===== src/rtl/nibble_serial_add_ctrl.sv =====
// nibble_serial_add_ctrl: WIDTH-bit adder that reuses one 4-bit
// carry-lookahead slice, one nibble per clock, LSB nibble first.
// Ports: clk, rst (async, active-high), start, a, b, cin,
//        [sub when SERIAL_SUB_EN is defined], busy, done, sum, cout.
// Optional macro SERIAL_SUB_EN adds the sub input (sum = a - b).
module nibble_serial_add_ctrl #(
   parameter int WIDTH = 16
) (
   input  logic             clk,
   input  logic             rst,
   input  logic             start,
   input  logic [WIDTH-1:0] a,
   input  logic [WIDTH-1:0] b,
   input  logic             cin,
`ifdef SERIAL_SUB_EN
   input  logic             sub,
`endif
   output logic             busy,
   output logic             done,
   output logic [WIDTH-1:0] sum,
   output logic             cout
);

   localparam int NIB = WIDTH / 4;
   localparam int IW  = (NIB > 1) ? $clog2(NIB) : 1;
   localparam logic [IW-1:0] LAST = IW'(NIB - 1);

   typedef enum logic [1:0] {
      IDLE,
      RUN,
      DONE
   } state_t;

   state_t state;
   state_t state_nx;

   logic [WIDTH-1:0] a_reg;
   logic [WIDTH-1:0] b_reg;
   logic [WIDTH-1:0] acc;
   logic [WIDTH-1:0] acc_nx;
   logic [IW-1:0]    idx;
   logic             carry;
   logic             accept;
   logic             last;

   logic [3:0] sa;
   logic [3:0] sb;
   logic [3:0] g;
   logic [3:0] p;
   logic [4:0] c;
   logic [3:0] s_sum;
   logic       s_cout;

   assign last = (idx == LAST);

   // Current nibble of each operand; {idx,2'b00} is idx*4.
   assign sa = a_reg[{idx, 2'b00} +: 4];
   assign sb = b_reg[{idx, 2'b00} +: 4];

   // 4-bit carry-lookahead slice.
   always_comb begin
      g    = sa & sb;
      p    = sa ^ sb;
      c[0] = carry;
      c[1] = g[0] | (p[0] & c[0]);
      c[2] = g[1] | (p[1] & g[0]) | (p[1] & p[0] & c[0]);
      c[3] = g[2] | (p[2] & g[1]) | (p[2] & p[1] & g[0])
           | (p[2] & p[1] & p[0] & c[0]);
      c[4] = g[3] | (p[3] & g[2]) | (p[3] & p[2] & g[1])
           | (p[3] & p[2] & p[1] & g[0])
           | (p[3] & p[2] & p[1] & p[0] & c[0]);
      s_sum  = p ^ c[3:0];
      s_cout = c[4];
   end

   // Accumulator with the current nibble merged in, so the final
   // edge can publish the complete result in one step.
   always_comb begin
      acc_nx = acc;
      acc_nx[{idx, 2'b00} +: 4] = s_sum;
   end

   always_ff @(posedge clk or posedge rst) begin
      if (rst) state <= IDLE;
      else     state <= state_nx;
   end

   always_comb begin
      state_nx = state;
      busy     = 1'b0;
      done     = 1'b0;
      accept   = 1'b0;
      unique case (state)
         IDLE: begin
            if (start) begin
               accept   = 1'b1;
               state_nx = RUN;
            end
         end
         RUN: begin
            busy = 1'b1;
            if (last) state_nx = DONE;
         end
         DONE: begin
            done = 1'b1;
            if (start) begin
               accept   = 1'b1;
               state_nx = RUN;
            end else begin
               state_nx = IDLE;
            end
         end
         default: state_nx = IDLE;
      endcase
   end

   always_ff @(posedge clk or posedge rst) begin
      if (rst) begin
         a_reg <= '0;
         b_reg <= '0;
         acc   <= '0;
         idx   <= '0;
         carry <= 1'b0;
         sum   <= '0;
         cout  <= 1'b0;
      end else if (accept) begin
         a_reg <= a;
         idx   <= '0;
`ifdef SERIAL_SUB_EN
         // Subtract as a + ~b + 1; cin has no meaning here.
         b_reg <= sub ? ~b : b;
         carry <= sub ? 1'b1 : cin;
`else
         b_reg <= b;
         carry <= cin;
`endif
      end else if (state == RUN) begin
         acc   <= acc_nx;
         carry <= s_cout;
         if (last) begin
            sum  <= acc_nx;
            cout <= s_cout;
         end else begin
            idx <= idx + IW'(1);
         end
      end
   end

endmodule


===== config.mk =====
export PLATFORM = sky130hd
export DESIGN_NAME = nibble_serial_add_ctrl
export DESIGN_NICKNAME = d
export VERILOG_FILES = /design/src/rtl/nibble_serial_add_ctrl.sv
export SDC_FILE = /design/constraint.sdc
export NUM_CORES = 1
export LEC_CHECK = 0
export ABC_AREA = 1
export ABC_CLOCK_PERIOD_IN_PS = 4400
export BUFFER_PORTS_ARGS = -buffer_cell sky130_fd_sc_hd__buf_2
export CORE_MARGIN = 8
export CORE_UTILIZATION = 54
export DETAILED_ROUTE_END_ITERATION = 16
export PLACE_DENSITY = 0.77
export SLEW_MARGIN = 20
export SYNTH_ARGS = -nofsm -noshare
export SYNTH_HDL_FRONTEND = slang
export SYNTH_SLANG_ARGS = --single-unit
export TNS_END_PERCENT = 1

===== constraint.sdc =====
create_clock -name clk -period 4.4 [get_ports clk]
set_clock_uncertainty 0.05 [all_clocks]
set_input_delay 0.88 -clock clk [delete_from_list [all_inputs] [get_ports clk]]
set_output_delay 0.88 -clock clk [all_outputs]
set_load 0.01 [all_outputs]

==> run metrics, run 1 <==
status=completed; final antenna-violating net count=0; Tcrit/Tclk final=66.8%; crit path launch=idx[0]$_DFFE_PP0P_; Final setup viols=0; Yosys Warn Count=0; crit-path max cell delay=approximately 820 ps; Reg clk slew, reported paths=~70 ps; synthesized flop and latch total=70; first-pass GRT wire length=13100 um; die area=0.00901 mm^2; DR vias/cell=~5; CTS Buf Count=9; layout cells sized above 1=around 16%; vias=roughly 2800; I/O pins=55; critical path's slowest cell=dfrtp_1; # clock sinks=70; Setup crit start kind=flop; sw frac=45.1%; antenna violations before repair=0; post-CTS sizing=0; Fill cells=535; Die X=94.9 um; GR Overflow Total=0; total wire length=7360 um; All-Layer GR Usage=18.1%; number of port buffers=54; Internal Power=1.62 mW; clk buf depth=2; Slew @ Worst Pin=744 ps; f_max=0.340 GHz; hold path depth=2; WS Path Type=reg2reg; wire per inst=13.3 um; H-tree depth=3; setup TNS=0 ps; DP HPWL=5320 um; router iterations before antenna repair=4; DR iter-0 viols=185; Arr. time, crit path=3150 ps; fin cells=555; fin. max-slew vios=0; Net Count, Synth=472; starting density of the core=56.5%; worst skew pair latency=340 ps; critical path depth=10; top post-synthesis cells by area=dfrtp_1 52%, nand2_1 23%, ha_1 4.1%, o22ai_1 3.0%, inv_1 2.9%; slew margin rel.=50.3%; worst hold path type=reg2reg; sequential power share=36.4%; RSZ-0062 raised after global routing=false; hold_buf cts=0; Final Hold Vio Count=0; HP Start=sum[15]$_DFFE_PP0P_; Comb pwr share=49.0%; max-cap violations=0; CP bufs+invs=1; GP Congestion=0.852; post-synthesis cell count=roughly 420; CP endpoint=acc[13]$_DFFE_PP0P_; Chip Height=~95 um; Core Region=0.00596 mm^2; cell chosen for the clock root=clkbuf_8; total power=2.95 mW; VDD IR-drop max=0.000445 V; WP data required=4610 ps; Layout Utilization=64.3%; residual DRC count=0; CP top delay family=flip-flops; reg-to-reg startpoint=idx[0]$_DFFE_PP0P_; Pwr Density=just under 800 mW/mm^2; static leakage=2.16 nW; NumNets Final=between 500 and 600; cell depth of the worst flop-to-flop path=10; Layout area overhead=13.8%; Cell Chain, Critical Path=inv_2, o21ai_0, o22ai_1, fa_1, xnor2_1, nor2_1, nand2_1, o22ai_1, nand2_1, o21ai_1; Yosys cell types=25; crit-path max FO=24; Final Critical Period=2940 ps; postcts setup bufs=0; largest area contributor in the netlist=dfrtp_1; sequential share of the synthesized area=~52%; endpoint class of the critical path=flop; cell count after placement=541; FF-to-FF End=acc[13]$_DFFE_PP0P_; mean post-synth cell area=7.94 um^2; reg-to-reg setup timing slack=1460 ps; FP Rows=28; vias in the first global route=2916; clock network power share=14.7%; sw power=1.33 mW; largest net degree at the start of global routing=38; TritonCTS clock tree=built; post-synth top area share=between 50% and 60%; synthesized cell area=0.00336 mm^2; # diodes=0
==> synthesized netlist by cell type (all sizes together) <==
cell	number
ha	11
clkbuf	4
a21o	1
o22ai	16
xnor2	1
dfrtp	70
o32ai	1
clkinv	1
buf	10
nand4	5
nand3	9
o21ai	29
fa	1
inv	32
nor2	23
or2	1
nand2	209
==> power groups by stage <==
stage               logic, mW  clock network (mW)  registers, mW
floorplan                1.12                   0           1.04
global placement         1.40                   0           1.08
CTS                      1.45               0.440           1.07
finish                   1.44               0.432           1.07
detailed placement       1.44                   0           1.08
global route             1.67               0.469           1.10
==> layer usage <==
layer	up-vias	GRT usage (%)	share of wire [%]
met2	68	30.4	49
li1	1439	-	-
met4	0	7.41	1.5
met1	1270	21.7	45
met5	-	0	0
met3	9	4.60	5.0
==> tightest hold or removal path: cells and delay by family, from the launching register on <==
family	cells	cell delay, ps
flops	1	340
simple gates	2	110
==> kinds of logic (layout without fill, tap and decap cells) <==
| group | count (synthesis) | count (layout) | synth area share, % |
|---|---|---|---|
| buf+inv | 47 | 103 | 5.84 |
| compound gates | 47 | 47 | 7.77 |
| simple gates | 247 | 247 | 29.4 |
| xor+xnor | 1 | 1 | 0.260 |
| fa+ha+maj | 12 | 12 | 4.69 |
| flops | 70 | 70 | 52.1 |
==> cell usage in the layout, fill, tap and decap left out <==
cell type | Yosys | layout
buf_2 | 5 | 54
clkinv_1 | 1 | 1
fa_1 | 1 | 1
clkinv_2 | 0 | 2
nand3_1 | 9 | 9
inv_1 | 26 | 25
nand2_1 | 208 | 208
o21ai_0 | 17 | 17
dfrtp_1 | 70 | 70
a21o_1 | 1 | 1
nand4_1 | 5 | 5
xnor2_1 | 1 | 1
nor2_1 | 21 | 21
or2_1 | 1 | 1
ha_1 | 11 | 11
clkbuf_1 | 4 | 2
inv_2 | 5 | 6
o32ai_1 | 1 | 1
nand2_2 | 1 | 1
clkbuf_8 | 0 | 10
buf_4 | 1 | 2
o21ai_1 | 12 | 12
inv_4 | 1 | 1
o22ai_1 | 16 | 16
nor2_8 | 2 | 2
==> worst min path at each step <==
stage	to	slack, ps
6_report	sum[15]$_DFFE_PP0P_	420
2_1_floorplan	a_reg[10]$_DFFE_PP0P_	390
3_3_place_gp	sum[1]$_DFFE_PP0P_	410
5_1_grt	sum[0]$_DFFE_PP0P_	450
3_5_place_dp	sum[15]$_DFFE_PP0P_	410
4_1_cts	cout$_DFFE_PP0P_	430
==> through the flow <==
stage	hold WS [ps]	worst slack, ps	cell area (um^2)
after global placement	408	1670	3670
final	423	1460	3830
after floorplan	394	1700	3360
after detailed placement	411	1520	3670
after global routing	452	1120	3830
after CTS	428	1500	3830
==> cell type report <==
cell class / instances / area [um^2] / area share [%]
Sequential cell: 70 / 1750 / 45.8
Timing Repair Buffer: 56 / 285 / 7.45
Clock inverter: 2 / 10.0 / 0.261
Clock buffer: 12 / 145 / 3.79
Inverter: 33 / 126 / 3.30
Tap cell: 75 / 93.8 / 2.45
Multi-Input combinational cell: 307 / 1420 / 37.0
Note: power is estimated with default switching activity, not from simulation.
==> inputs of run 2 (changes only) <==
--- a/config.mk
+++ b/config.mk
@@ -6,7 +6,7 @@
 export NUM_CORES = 1
 export LEC_CHECK = 0
 export ABC_AREA = 1
-export ABC_CLOCK_PERIOD_IN_PS = 4400
+export ABC_CLOCK_PERIOD_IN_PS = 2800
 export BUFFER_PORTS_ARGS = -buffer_cell sky130_fd_sc_hd__buf_2
 export CORE_MARGIN = 8
 export CORE_UTILIZATION = 54
==> constraint.sdc (replaced) <==
create_clock -name clk -period 2.8 [get_ports clk]
set_clock_uncertainty 0.05 [all_clocks]
set_input_delay 0.56 -clock clk [delete_from_list [all_inputs] [get_ports clk]]
set_output_delay 0.56 -clock clk [all_outputs]
set_load 0.01 [all_outputs]
==> run 2 against run 1 <==
Compared with the run above:
- fmax up 28%
- power up 60%
- sequential power up 51%
- first-iteration DRC count down 47%
- cell count up 0.72%
- critical path type unchanged
- critical endpoint is now acc[5]$_DFFE_PP0P_
==> run metrics, run 2 (same netlist as run 1, synthesis figures left out) <==
largest net degree at the start of global routing=34 (-11%); clk buf depth=2 (unchanged); router iterations before antenna repair=4 (unchanged); I/O pins=55 (unchanged); worst hold path type=in2async; layout cells sized above 1=17.1% (+0.90 points); cell count after placement=545 (+0.74%); endpoint class of the critical path=flop; Arr. time, crit path=2520 ps (-630 ps); Pwr Density=1220 mW/mm^2 (+58%); crit-path max FO=12 (-50%); setup ws final=498 ps (-964 ps); DP HPWL=5460 um (+2.8%); critical path's slowest cell=fa_1; fin cells=559 (+0.72%); Final Critical Period=2300 ps (-636 ps); Reg clk slew, reported paths=70 ps (about the same); Slew @ Worst Pin=608 ps (-135 ps); Chip Height=94.9 um (unchanged); total wire length=7540 um (+2.4%); Final setup viols=0 (unchanged); Die X=94.9 um (unchanged); Final Hold Vio Count=0 (unchanged); most common cell after layout, fill and taps aside=nand2_1; Tcrit/Tclk final=82.2% (+15 points); GP Congestion=0.868 (+1.9%); RSZ-0062 raised after global routing=false; final antenna-violating net count=0 (unchanged); cell chosen for the clock root=clkbuf_8; static leakage=2.19 nW (+1.3%); wire per inst=13.5 um (+1.7%); # clock sinks=70 (unchanged); antenna violations before repair=0 (unchanged); commonest non-fill, non-tap cells in the layout=208 x nand2_1, 70 x dfrtp_1, 54 x buf_2, 25 x inv_1, 21 x nor2_1; max-cap violations=0 (unchanged); H-tree depth=3 (unchanged); WS Path Type=reg2reg; WP data required=3010 ps (-1600 ps); vias in the first global route=2939 (+0.79%); reg-to-reg startpoint=idx[1]$_DFFE_PP0P_; Layout Utilization=65.1% (+0.82 points); residual DRC count=0 (unchanged); GR Overflow Total=0 (unchanged); Cell Chain, Critical Path=clkinv_1, o21ai_0, o22ai_1, fa_1, xnor2_1, nor2_1, nand2_1, o22ai_1, nand2_1, o21ai_1; f_max=0.434 GHz (+28%); setup TNS=0 ps (unchanged); die area=0.00901 mm^2 (unchanged); Core Region=0.00596 mm^2 (unchanged); VDD IR-drop max=0.000616 V (+38%); fin. max-slew vios=0 (unchanged); Setup crit start kind=flop; vias=2883 (+3.5%); Fill cells=565 (+5.6%); Layout area overhead=15.2%; TritonCTS clock tree=built; postcts setup bufs=0 (unchanged); slew margin rel.=59.3% (+9.0 points); post-CTS sizing=0 (unchanged); All-Layer GR Usage=18.3% (+0.18 points); number of port buffers=54 (unchanged); FP Rows=28 (unchanged); first-pass GRT wire length=13100 um (+0.31%); DR iter-0 viols=98 (-47%); DR vias/cell=5.16 (+2.7%); NumNets Final=529 (+0.76%); DP Worst Slack=518 ps (-1000 ps); status=completed; total power=4.73 mW (+60%); starting density of the core=56.5% (unchanged); crit path launch=idx[1]$_DFFE_PP0P_; crit-path max cell delay=430 ps (-390 ps); worst skew pair latency=340 ps (about the same); # diodes=0 (unchanged); hold_buf cts=0 (unchanged); CTS Buf Count=9 (unchanged)
[run 2: cell count changes in the layout (fill, tap and decap cells not counted), sizes merged]
cell	before	now
buf	56	60
clkbuf	12	13
clkinv	3	2
[run 2: per-layer routing]
metal	part of all wire [%]	global-route usage (%)
met1	43	21.4
met2	50	31.0
met3	6.1	4.37
met4	1.3	8.71
met5	0	0
[run 2: final timing paths]
kind,endpoint,cells after the start,slack (ps)
max,acc[5]$_DFFE_PP0P_,10,500
min,acc[13]$_DFFE_PP0P_,2,170
max reg2reg,acc[5]$_DFFE_PP0P_,10,500
min reg2reg,sum[0]$_DFFE_PP0P_,2,420
max in group asynchronous,b_reg[13]$_DFFE_PP0P_,3,1800
min in group clk,b_reg[14]$_DFFE_PP0P_,3,360
[run 2: where the power goes]
group	internal (mW)	switching (mW)
logic	0.835	1.54
registers	1.40	0.218
clock network	0.384	0.349
[run 2: worst max-delay path, delay by kind of cell (launching register included)]
family / cells / cell delay (ps)
AND/OR/NAND/NOR: 3 / 310
XOR/XNOR: 1 / 180
flip-flops: 1 / 370
AO/OA/AOI/OAI: 4 / 610
adder cells (fa/ha/maj): 1 / 430
buffers and inverters: 1 / 280
[run 2: cell type report]
class	count	area, um^2	area share (%)
Timing Repair Buffer	60	315	8.13
Sequential cell	70	1750	45.2
Clock buffer	13	169	4.36
Multi-Input combinational cell	307	1420	36.5
Inverter	33	126	3.26
Tap cell	75	93.8	2.42
Clock inverter	1	5.00	0.129
[run 2: through the flow]
step                      hold slack (ps)  cell area, um^2
after floorplan                       394             3360
after global placement                407             3700
after detailed placement              410             3700
after CTS                             170             3880
after global routing                  196             3880
final                                 168             3880
